### src/rtl/fpu_pkg.sv
`default_nettype none
// ============================================================================
// Module   : fpu_pkg
// Brief    : Shared FPU result-path types: flag bit indices and the
//            writeback entry layout.
// Revision : 1.0 - initial release
// ============================================================================
package fpu_pkg;

    localparam int RD_W = 5;
    localparam int DW   = 32;
    localparam int FW   = 5;

    // Bit positions follow the fflags CSR layout.
    localparam int FLAG_NX = 0;
    localparam int FLAG_UF = 1;
    localparam int FLAG_OF = 2;
    localparam int FLAG_DZ = 3;
    localparam int FLAG_NV = 4;

    typedef struct packed {
        logic [RD_W-1:0] rd;
        logic [DW-1:0]   data;
        logic [FW-1:0]   flags;
    } wb_entry_t;

endpackage
`default_nettype wire

### src/rtl/fpu_wb_queue_cam.sv
`default_nettype none
// ============================================================================
// Module   : fpu_wb_queue_cam
// Brief    : Destination-register match across a set of tracked entries.
// Revision : 1.0 - initial release
// ============================================================================
module fpu_wb_queue_cam
    import fpu_pkg::*;
#(
    parameter int DEPTH = 4
) (
    input  logic [DEPTH-1:0]           i_valid,
    input  logic [DEPTH-1:0][RD_W-1:0] i_rd,
    input  logic [RD_W-1:0]            i_chk_rd,
    output logic                       o_hit
);

    logic [DEPTH-1:0] w_match;

    for (genvar g = 0; g < DEPTH; g++) begin : g_match
        assign w_match[g] = i_valid[g] && (i_rd[g] == i_chk_rd);
    end

    assign o_hit = |w_match;

endmodule
`default_nettype wire

### src/rtl/fpu_wb_queue.sv
`default_nettype none
// ============================================================================
// Module   : fpu_wb_queue
// Brief    : In-order FPU result queue feeding the FP register-file write
//            port, with pending-rd hazard lookup and sticky flag accumulation.
// Revision : 1.0 - initial release
// ============================================================================
module fpu_wb_queue #(
    parameter int DEPTH = 4,
    parameter int DW    = 32,
    parameter int FW    = 5
) (
    input  logic                     clk,
    input  logic                     clrn,
    input  logic                     push_valid,
    output logic                     push_ready,
    input  logic [4:0]               push_rd,
    input  logic [DW-1:0]            push_data,
    input  logic [FW-1:0]            push_flags,
    output logic                     pop_valid,
    input  logic                     pop_ready,
    output logic [4:0]               pop_rd,
    output logic [DW-1:0]            pop_data,
    output logic [FW-1:0]            pop_flags,
    input  logic                     flush,
    input  logic [4:0]               chk_rd,
    output logic                     chk_hit,
    output logic [$clog2(DEPTH):0]   count,
    output logic [FW-1:0]            fflags_acc,
    input  logic                     acc_clr
);
    import fpu_pkg::*;

    localparam int AW = $clog2(DEPTH);
    localparam int CW = AW + 1;

    logic [AW-1:0]              r_wr_ptr;
    logic [AW-1:0]              r_rd_ptr;
    logic [CW-1:0]              r_count;
    logic [FW-1:0]              r_fflags_acc;
    logic [DEPTH-1:0]           r_valid;
    logic [DEPTH-1:0][RD_W-1:0] r_rd;
    logic [DW-1:0]              r_data  [DEPTH];
    logic [FW-1:0]              r_flags [DEPTH];

    logic w_full;
    logic w_push;
    logic w_pop;

    assign w_full     = (r_count == CW'(DEPTH));
    assign push_ready = !w_full && !flush;
    assign pop_valid  = r_valid[r_rd_ptr];
    assign w_push     = push_valid && push_ready;
    assign w_pop      = pop_valid && pop_ready;

    // Head is masked to zero when empty so writeback never sees stale data.
    assign pop_rd    = pop_valid ? r_rd[r_rd_ptr]    : '0;
    assign pop_data  = pop_valid ? r_data[r_rd_ptr]  : '0;
    assign pop_flags = pop_valid ? r_flags[r_rd_ptr] : '0;

    assign count      = r_count;
    assign fflags_acc = r_fflags_acc;

    always_ff @(posedge clk or negedge clrn) begin
        if (!clrn) begin
            r_wr_ptr <= '0;
            r_rd_ptr <= '0;
            r_count  <= '0;
            r_valid  <= '0;
            r_rd     <= '0;
            for (int i = 0; i < DEPTH; i++) begin
                r_data[i]  <= '0;
                r_flags[i] <= '0;
            end
        end else if (flush) begin
            r_wr_ptr <= '0;
            r_rd_ptr <= '0;
            r_count  <= '0;
            r_valid  <= '0;
        end else begin
            if (w_push) begin
                r_valid[r_wr_ptr] <= 1'b1;
                r_rd[r_wr_ptr]    <= push_rd;
                r_data[r_wr_ptr]  <= push_data;
                r_flags[r_wr_ptr] <= push_flags;
                r_wr_ptr          <= r_wr_ptr + AW'(1);
            end
            // Push and pop never target the same slot: that needs empty or full.
            if (w_pop) begin
                r_valid[r_rd_ptr] <= 1'b0;
                r_rd_ptr          <= r_rd_ptr + AW'(1);
            end
            case ({w_push, w_pop})
                2'b10:   r_count <= r_count + CW'(1);
                2'b01:   r_count <= r_count - CW'(1);
                default: r_count <= r_count;
            endcase
        end
    end

    // A pop retiring alongside a flush still counts toward the sticky flags.
    always_ff @(posedge clk or negedge clrn) begin
        if (!clrn) begin
            r_fflags_acc <= '0;
        end else if (acc_clr) begin
            r_fflags_acc <= w_pop ? pop_flags : '0;
        end else if (w_pop) begin
            r_fflags_acc <= r_fflags_acc | pop_flags;
        end
    end

    fpu_wb_queue_cam #(
        .DEPTH (DEPTH)
    ) u_cam (
        .i_valid  (r_valid),
        .i_rd     (r_rd),
        .i_chk_rd (chk_rd),
        .o_hit    (chk_hit)
    );

    a_hold_payload : assert property (
        @(posedge clk) disable iff (!clrn)
        (push_valid && !push_ready && !flush) |=> $stable({push_rd, push_data, push_flags})
    ) else $error("push payload changed while stalled");

endmodule
`default_nettype wire

### config.mk
export PLATFORM = sky130hd
export DESIGN_NAME = fpu_wb_queue
export DESIGN_NICKNAME = d
export VERILOG_FILES = /design/src/rtl/fpu_pkg.sv /design/src/rtl/fpu_wb_queue_cam.sv /design/src/rtl/fpu_wb_queue.sv
export SDC_FILE = /design/constraint.sdc
export NUM_CORES = 1
export LEC_CHECK = 0
export CAP_MARGIN = 10
export CORE_MARGIN = 2
export CORE_UTILIZATION = 45
export DETAILED_ROUTE_END_ITERATION = 8
export GPL_ROUTABILITY_DRIVEN = 0
export PLACE_DENSITY = 0.67
export SLEW_MARGIN = 20
export SYNTH_ARGS = -nofsm -noshare
export SYNTH_HDL_FRONTEND = slang
export SYNTH_HIERARCHICAL = 1
export SYNTH_SLANG_ARGS = --single-unit
### constraint.sdc
create_clock -name clk -period 2.6 [get_ports clk]
set_clock_uncertainty 0.2 [all_clocks]
set_input_delay 0.26 -clock clk [delete_from_list [all_inputs] [get_ports clk]]
set_output_delay 0.26 -clock clk [all_outputs]
set_load 0.05 [all_outputs]
### Word level (Yosys, flattened, before mapping)

Cells that the tools add are included.
W data, S select, Z words.

* input bits: 53
* word-level logic and storage cells: 99
* flip-flop bits (word level): 184
* output and inout bits: 53

* $lt $le $gt $ge: 7
* equality and inequality tests: 7
* reductions and logical operators: 18
* multiplexer cells: 39
* bitwise gates (word level): 7
* $add $sub $neg: 4

Operators by type and width (number)
* $bwmux W128: 1
* $mux W32: 4
* $bmux W32 S2: 1
* $demux W32 S2: 1
* $mux W5: 10
* $bwmux W20: 2
* $bmux W5 S2: 2
* $demux W5 S2: 2
* $eq A5 B5 Y1: 4
* $mux W4: 4
* $logic_and A1 B1 Y1: 10
* $mux W2: 4
* $ge A3 B3 Y1 const B: 2
* $lt A2 B3 Y1 const B: 2
* $not A2 Y3: 2
* $pmux W3 S2: 1
* $reduce_bool A2 Y1: 3
* $or A5 B5 Y5: 1
* $add A2 B1 Y2 const B: 2
* $and A4 B4 Y4: 1
* $demux W1 S2: 2
* $ge A2 B1 Y1 const B: 2
* $not A4 Y4: 1
* $or A4 B4 Y4: 1
* 14 further kinds: 17

### Longest topological paths before layout

Gate-level depths: netlist (run 1).

* depth after elaboration: 10
* gate-level depth with buffers: 9
* gate-level depth less buffers: 9

### By module

The synthesis (run 1) kept the hierarchy.

Modules (own cells, without submodules)
* fpu_wb_queue: sequential area each 4604.4 µm², cells an instance 566, times used 1, area an instance 8481.9 µm²
* fpu_wb_queue_cam: sequential area each 0.0 µm², cells an instance 29, times used 1, area an instance 242.7 µm²

### Worst setup path before layout (run 1)

No wires, ideal clock.

* path kind: flip-flop to output port
* start point: reg r_rd_ptr[0]
* end point: out pop_flags[1]
* slack: -0.182 ns
* required time: 2.140 ns
* path buffers: 3
* cell stages (with the launch flop): 6
* arrival: 2.322 ns
* path through: dfrtp_1 buf_4 buf_2 clkbuf_1 a211oi_1 nor3b_1

* cells in the longest elaborated chain, start to end: 5
* elaborated cells between the ends (all ways): 7
* those cells by class: mux: 6; bitwise: 1

Ends and longest elaborated chain
* start, declared: RTL line fpu_wb_queue.sv:38 `logic [AW-1:0] r_rd_ptr;`
* start signal, assigned: RTL line fpu_wb_queue.sv:91 `r_rd_ptr <= r_rd_ptr + AW'(1);`
* $not A2 Y3 (not written as such): RTL line fpu_wb_queue.sv:59 `assign pop_flags = pop_valid ? r_flags[r_rd_ptr] : '0;`
* $bmux W5 S2: RTL line fpu_wb_queue.sv:59
* $mux W5 (not written as such) (2 in series): RTL line fpu_wb_queue.sv:59
* $mux W5 *: RTL line fpu_wb_queue.sv:59
* end, declared: RTL line fpu_wb_queue.sv:24 `output logic [FW-1:0] pop_flags,`

Mark *: on every way between the ends. The rest lies on a longest branch, timed or not. The select of a mux whose other input is x is not followed.

### Final worst setup path (run 1)

* start point: reg r_rd_ptr[0]
* end point: out pop_rd[0]

* cells in the longest elaborated chain, start to end: 3
* elaborated cells between the ends (all ways): 5
* those cells by class: mux: 5

Ends and longest elaborated chain
* $bmux W5 S2 / $bmux W1 S2 (equally long branches): RTL line fpu_wb_queue.sv:57, fpu_wb_queue.sv:52
* $mux W5 (not written as such) / $mux W1 (equally long branches): RTL line fpu_wb_queue.sv:57, fpu_wb_queue.sv:52
* $mux W5 *: RTL line fpu_wb_queue.sv:57 `assign pop_rd = pop_valid ? r_rd[r_rd_ptr] : '0;`
* end, declared: RTL line fpu_wb_queue.sv:22 `output logic [4:0] pop_rd,`

Marks and branches as above.

==> results.toml, run 1 <==
[drt]
viasPerCell = 5.42
vias = 5348
wl_per_cell_um = 20.0
drc = 0
drt_pass1_iterations = 4
drt-total-wl_mm = 19.7
ant_nets = 0
dr.first_iter.drc_count = 227

[global_routing]
antenna_found_initial = 0
grt_pass1_wl_mm = 32.0
grt_pass1_vias = 5898
grt_max_degree = 63
overflow = 0
track_usage_pct = 20.4

[cells_and_area]
layout.cells.non_filler = 987
antennaDiodeCount = 0
fin_area_um2 = 11400
fillers = 1477
drive_above_1_share_pct = 47.2
area_delta_synth_final_pct = 30.5
nets = 776

[sta]
hold_viol = 0
worst_slew_pin_slew_ns = 0.586
final-max-slew-violation-count = 0
relSlewSlack_pct = 61.0
fin_crit_ns = 2.53
max_freq_mhz = 395
finalWorstSetupSlack_ns = 0.0699
holdWs_ns = 0.163
rsz0062_at_grt = "yes"
setup-violations-final = 0
post-route-period-util_pct = 97.3

[synthesis]
ys_top_cells_by_area = "dfrtp_1, mux2_2, mux4_2, and2_1, xor2_1"
synth_cell_type_count = 44
yosysTopAreaCellShare_pct = 52.8
synthCells = 595
synth_seq_area_share_pct = 52.8
yosysMostFrequentCell = "dfrtp_1"
synth-seq-cells = 184
syn-num-nets = 657
synth_flop_cell = "dfrtp_1"
syn_area_um2 = 8720
synth_commonest_cells = "dfrtp_1, mux2_2, and2_1, mux4_2, buf_2"
synth_edf_count = 0
yosys_warnings = 6
avgSynthCellArea_um2 = 14.7
synthArstFlopShare_pct = 100
synth_top_cell_by_area = "dfrtp_1"

[cts]
cts_root_buf = "clkbuf_16"
cts.sinks = 184
htreeDepth = 4
tritoncts = "built"
clock_latency_ns = 0.43
cts_buffers = 17
clockBufferDepth = 2
clk_pin_slew_ns = 0.07

[power_and_ir_drop]
vdd_ir_drop_max_v = 0.000563
leakage_nw = 4.85
switchingPower_mw = 3.03
power_mw = 10.3
sequentialPowerShare_pct = 44.0
powerDensity_nw_per_um2 = 909
p_clk_share_pct = 26.0
swShare_pct = 29.3
internal_power_mw = 7.32
power_frac_comb_pct = 30.0

[flow_run]
drv_cap = 0

[critical_path]
critPathLaunchType = "flop"
rrSetupSlack_ns = 0.23
cp-end-kind = "primary output"
regToRegEndpoint = "count[1]$_DFFE_PN0P_"
critPathKind = "reg -> out"
r2r_start = "r_rd_ptr[0]$_DFFE_PN0P_"
r2r_cells = 8
crit_fanout = 16
arrival_ns = 2.07
worstPathRequired_ns = 2.14

[die]
die_w_um = 143
io_pins = 106
die-height_um = 143
start_util_pct = 46.2
rows = 50
coreArea_um2 = 18900
die-area_um2 = 20500

[placement]
placed_cells = 949
hpwl_mm = 13.1
place_ws_ns = 0.214
dpl_cell_area_um2 = 10700
port_buffers = 105

[worst_hold_path]
holdCritPathClass = "in -> async"

[run_status]
status = "finished, final reports clean"
-- kinds of logic after synthesis --
logic type	share of synthesized area, %
muxes	31.8
AOI/OAI and AO/OA	2.77
xor gates and xnor gates	2.31
and+or+nand+nor	6.17
adders and majority gates	1.38
DFF	52.8
buffers and inverters	2.80
-- state kept, by name, summed over array words and instances (netlist names) --
signal	flops
count	3
fflags_acc	5
r_data	128
r_flags	20
r_rd	20
r_rd_ptr	2
r_valid	4
r_wr_ptr	2
-- worst max-delay path, cell delays in order, from the launching register on --
cell and delay (ns):
dfrtp_4 0.54, buf_12 0.22, mux4_2 0.54, and2_4 0.18
buf_12 0.14
-- power groups by stage --
| stage | logic, mW | registers, mW | clock network, mW |
|---|---|---|---|
| 3_3_place_gp | 2.98 | 4.49 | 0 |
| 3_5_place_dp | 3.08 | 4.60 | 0 |
| 6_report | 3.11 | 4.55 | 2.69 |
| 2_1_floorplan | 2.08 | 4.43 | 0 |
| 5_1_grt | 3.32 | 4.68 | 2.87 |
| 4_1_cts | 3.11 | 4.54 | 2.75 |
-- area by class of cell --
class / count / area, um2 / share of cell area (%)
Sequential cell: 184 / 4610 / 40.5
Multi-Input combinational cell: 361 / 3950 / 34.7
Timing Repair Buffer: 136 / 1830 / 16.1
Clock buffer: 17 / 425 / 3.74
Tap cell: 260 / 325 / 2.86
Clock inverter: 15 / 194 / 1.70
Inverter: 14 / 55.1 / 0.484
-- layer usage --
metal | GRT usage (%) | vias up | share of wire [%]
met5 | 0 | - | 0
met4 | 5.21 | 0 | 1.1
met3 | 4.09 | 17 | 3.0
met2 | 36.6 | 105 | 53
met1 | 25.3 | 2834 | 42
li1 | - | 2392 | -
-- per-stage QoR --
stage	setup TNS, ns	util [%]
6_report	0	60.2
5_1_grt	-0.00209	60.2
4_1_cts	0	60.0
3_5_place_dp	0	56.5
3_3_place_gp	0	56.5
2_1_floorplan	0	-
-- cells in the final DEF, fill, tap and decap left out, types with 6 or more instances in the layout --
cell type        Yosys  routed
xnor2_1              7       7
mux2_2             166     166
dfrtp_1            184     182
a211oi_1             8       8
mux4_2              37      37
and2_1              37      25
inv_1               13      13
clkdlybuf4s50_1      0      59
xor2_1              16      16
clkbuf_16            0      17
nor3b_2              1       6
buf_4                6      21
and2_4               1      13
ha_1                 8       8
o21ai_0              6       6
buf_12               0      51
nand2_1             16      12
-- repair_timing --
| item | CTS | global route |
|---|---|---|
| cloned | 0 | 0 |
| hold buffers | 1 | 0 |
| hold endpoints to repair | 57 | 0 |
| buffers inserted | 4 | 1 |
| endpoints found under the setup margin | 37 | 20 |
| resized for setup | 3 | 15 |
| pin swaps | 0 | 0 |
-- how the worst max path moves through the flow --
stage | cells past startpoint | start | slack (ns) | end
6_report | 4 | r_rd_ptr[0]$_DFFE_PN0P_ | 0.07 | pop_rd[0]
4_1_cts | 4 | r_rd_ptr[0]$_DFFE_PN0P_ | 0.006 | pop_data[2]
3_3_place_gp | 7 | flush | 0.23 | r_rd[13]$_DFFE_PN0P_
2_1_floorplan | 6 | r_rd_ptr[1]$_DFFE_PN0P_ | 0.04 | pop_data[22]
5_1_grt | 4 | r_rd_ptr[0]$_DFFE_PN0P_ | -0.002 | pop_data[5]
3_5_place_dp | 7 | flush | 0.21 | r_data[58]$_DFFE_PN0P_
Power figures use the tool's default switching activity.
==> inputs of run 2 (changes only) <==
Settings changed: CAP_MARGIN 10 to 20, CORE_MARGIN 2 to 5, CTS_BUF_LIST set to sky130_fd_sc_hd__clkbuf_4 sky130_fd_sc_hd__clkbuf_8.
==> results.toml, run 2 (synthesized netlist as in run 1, its figures left out) <==
[run_status]
status = "finished, final reports clean"

[cts]
clockBufferDepth = 2
cts.sinks = 184
tritoncts = "built"
cts_buffers = 17
cts_root_buf = "clkbuf_8"
clk_pin_slew_ns = 0.10
clock_latency_ns = 0.45
htreeDepth = 4

[sta]
holdWs_ns = 0.164
post-route-period-util_pct = 96.9
relSlewSlack_pct = 58.3
rsz0062_at_grt = "yes"
finalWorstSetupSlack_ns = 0.0808
fin_crit_ns = 2.52
final-max-slew-violation-count = 0
fin_setup_tns_ns = 0
setup-violations-final = 0
hold_viol = 0
worst_slew_pin_slew_ns = 0.626
max_freq_mhz = 397

[critical_path]
cp-end-kind = "primary output"
critical_path_buf_inv_count = 2
cp_cell_sequence = "buf_16 -> mux4_2 -> and2_4 -> buf_12"
rrSetupSlack_ns = 0.29
critPathKind = "reg -> out"
max_stage_delay_ns = 0.54
cp_top_family = "flip-flops"
critPathLaunchType = "flop"
crit_fanout = 13
arrival_ns = 2.06
slowest_stage = "dfrtp_4"
worstPathRequired_ns = 2.14

[global_routing]
grt_max_degree = 67
grt_util_met3_pct = 3.65
track_usage_pct = 18.2
grt_pass1_vias = 5782
overflow = 0
grt_util_met1_pct = 23.6
grt_pass1_wl_mm = 31.5
grt_use_met2_pct = 31.6
antenna_found_initial = 0
top_usage_layer = "met2"

[cells_and_area]
nets = 777
top_register = "r_data"
reg_top3 = "r_data: 128 flops, r_flags: 20 flops, r_rd: 20 flops"
fin_area_um2 = 11300
area_delta_synth_final_pct = 30.1
layout.cells.non_filler = 993
antennaDiodeCount = 0
largest_reg_flops = 128
fillers = 1523
fin_util_pct = 58.9
layout_common_cells = "dfrtp_1, mux2_2, clkdlybuf4s50_1"
drive_above_1_share_pct = 50.1
final_common_cell = "dfrtp_1"

[placement]
place_ws_ns = 0.249
port_buffers = 105
placed_cells = 953
dpl_cell_area_um2 = 10700
hpwl_mm = 13.2

[die]
coreArea_um2 = 19300
rows = 51
io_pins = 106
die_w_um = 149
start_util_pct = 45.3
die-height_um = 149
die-area_um2 = 22300

[drt]
drc = 0
wl_per_cell_um = 20.0
drt_pass1_iterations = 5
ant_nets = 0
vias = 5364
viasPerCell = 5.40
dr.first_iter.drc_count = 228
drt-total-wl_mm = 19.8

[power_and_ir_drop]
leakage_nw = 4.83
vdd_ir_drop_max_v = 0.000418
powerDensity_nw_per_um2 = 859
power_mw = 9.74

[flow_run]
drv_cap = 0

[worst_hold_path]
holdCritPathClass = "in -> async"
==> run 2: cell count changes in the layout (fill, tap and decap cells not counted), moves of 2 or more <==
cell / delta
inv_8: -2
and2_1: -21
inv_6: +2
and2_4: +21
buf_12: +2
buf_4: -5
clkbuf_16: -14
clkbuf_8: +18
clkinv_4: -2
==> run 2: report_power, final <==
group          internal, mW  switching, mW  leakage, nW  total (mW)
registers              3.94          0.597         2.30        4.54
clock network         0.998           1.03        0.210        2.02
logic                  1.89           1.29         2.32        3.18
total                  6.83           2.91         4.83        9.74
==> run 2: timing repair <==
item / 4_1_cts / 5_1_grt
cloned: 0 / 4
gates resized for setup: 21 / 23
hold endpoints to repair: 62 / 0
endpoints found under the setup margin: 37 / 40
pin swaps: 0 / 2
buffers inserted: 0 / 3
hold buffers: 1 / 0
==> run 2: path summary, 6_finish.rpt <==
kind | from | end | depth (start not counted)
min in group clk | push_data[15] | r_data[111]$_DFFE_PN0P_ | 2
setup reg to reg | r_rd_ptr[0]$_DFFE_PN0P_ | count[1]$_DFFE_PN0P_ | 8
hold / removal | clrn | r_data[28]$_DFFE_PN0P_ | 2
max in group asynchronous | clrn | r_data[118]$_DFFE_PN0P_ | 3
hold reg to reg | r_data[54]$_DFFE_PN0P_ | r_data[54]$_DFFE_PN0P_ | 1
setup / recovery | r_rd_ptr[0]$_DFFE_PN0P_ | pop_data[6] | 4
==> run 2: metal layers <==
layer | vias to the layer above | wire [um]
met3 | 18 | 679
li1 | 2397 | -
met4 | 0 | 193
met2 | 108 | 10400
met1 | 2841 | 8580
met5 | - | 0
==> run 2: worst reg2reg max path: stages, from the launching register on <==
cell and delay, ns:
dfrtp_4 0.58, buf_4 0.17, o21ai_4 0.19, inv_6 0.12, nand2_1 0.13, nor2_1 0.06, fa_1 0.48, inv_1 0.04
o32ai_1 0.25
==> run 2: final cells by class <==
class | instances | area (um2) | share of cell area (%)
clock buffers | 19 | 255 | 2.25
clock inverters | 13 | 168 | 1.48
inverters | 14 | 57.6 | 0.507
multi-input cells | 361 | 4000 | 35.2
flip-flops and latches | 184 | 4610 | 40.6
well taps | 265 | 332 | 2.92
repair buffers | 137 | 1930 | 17.0
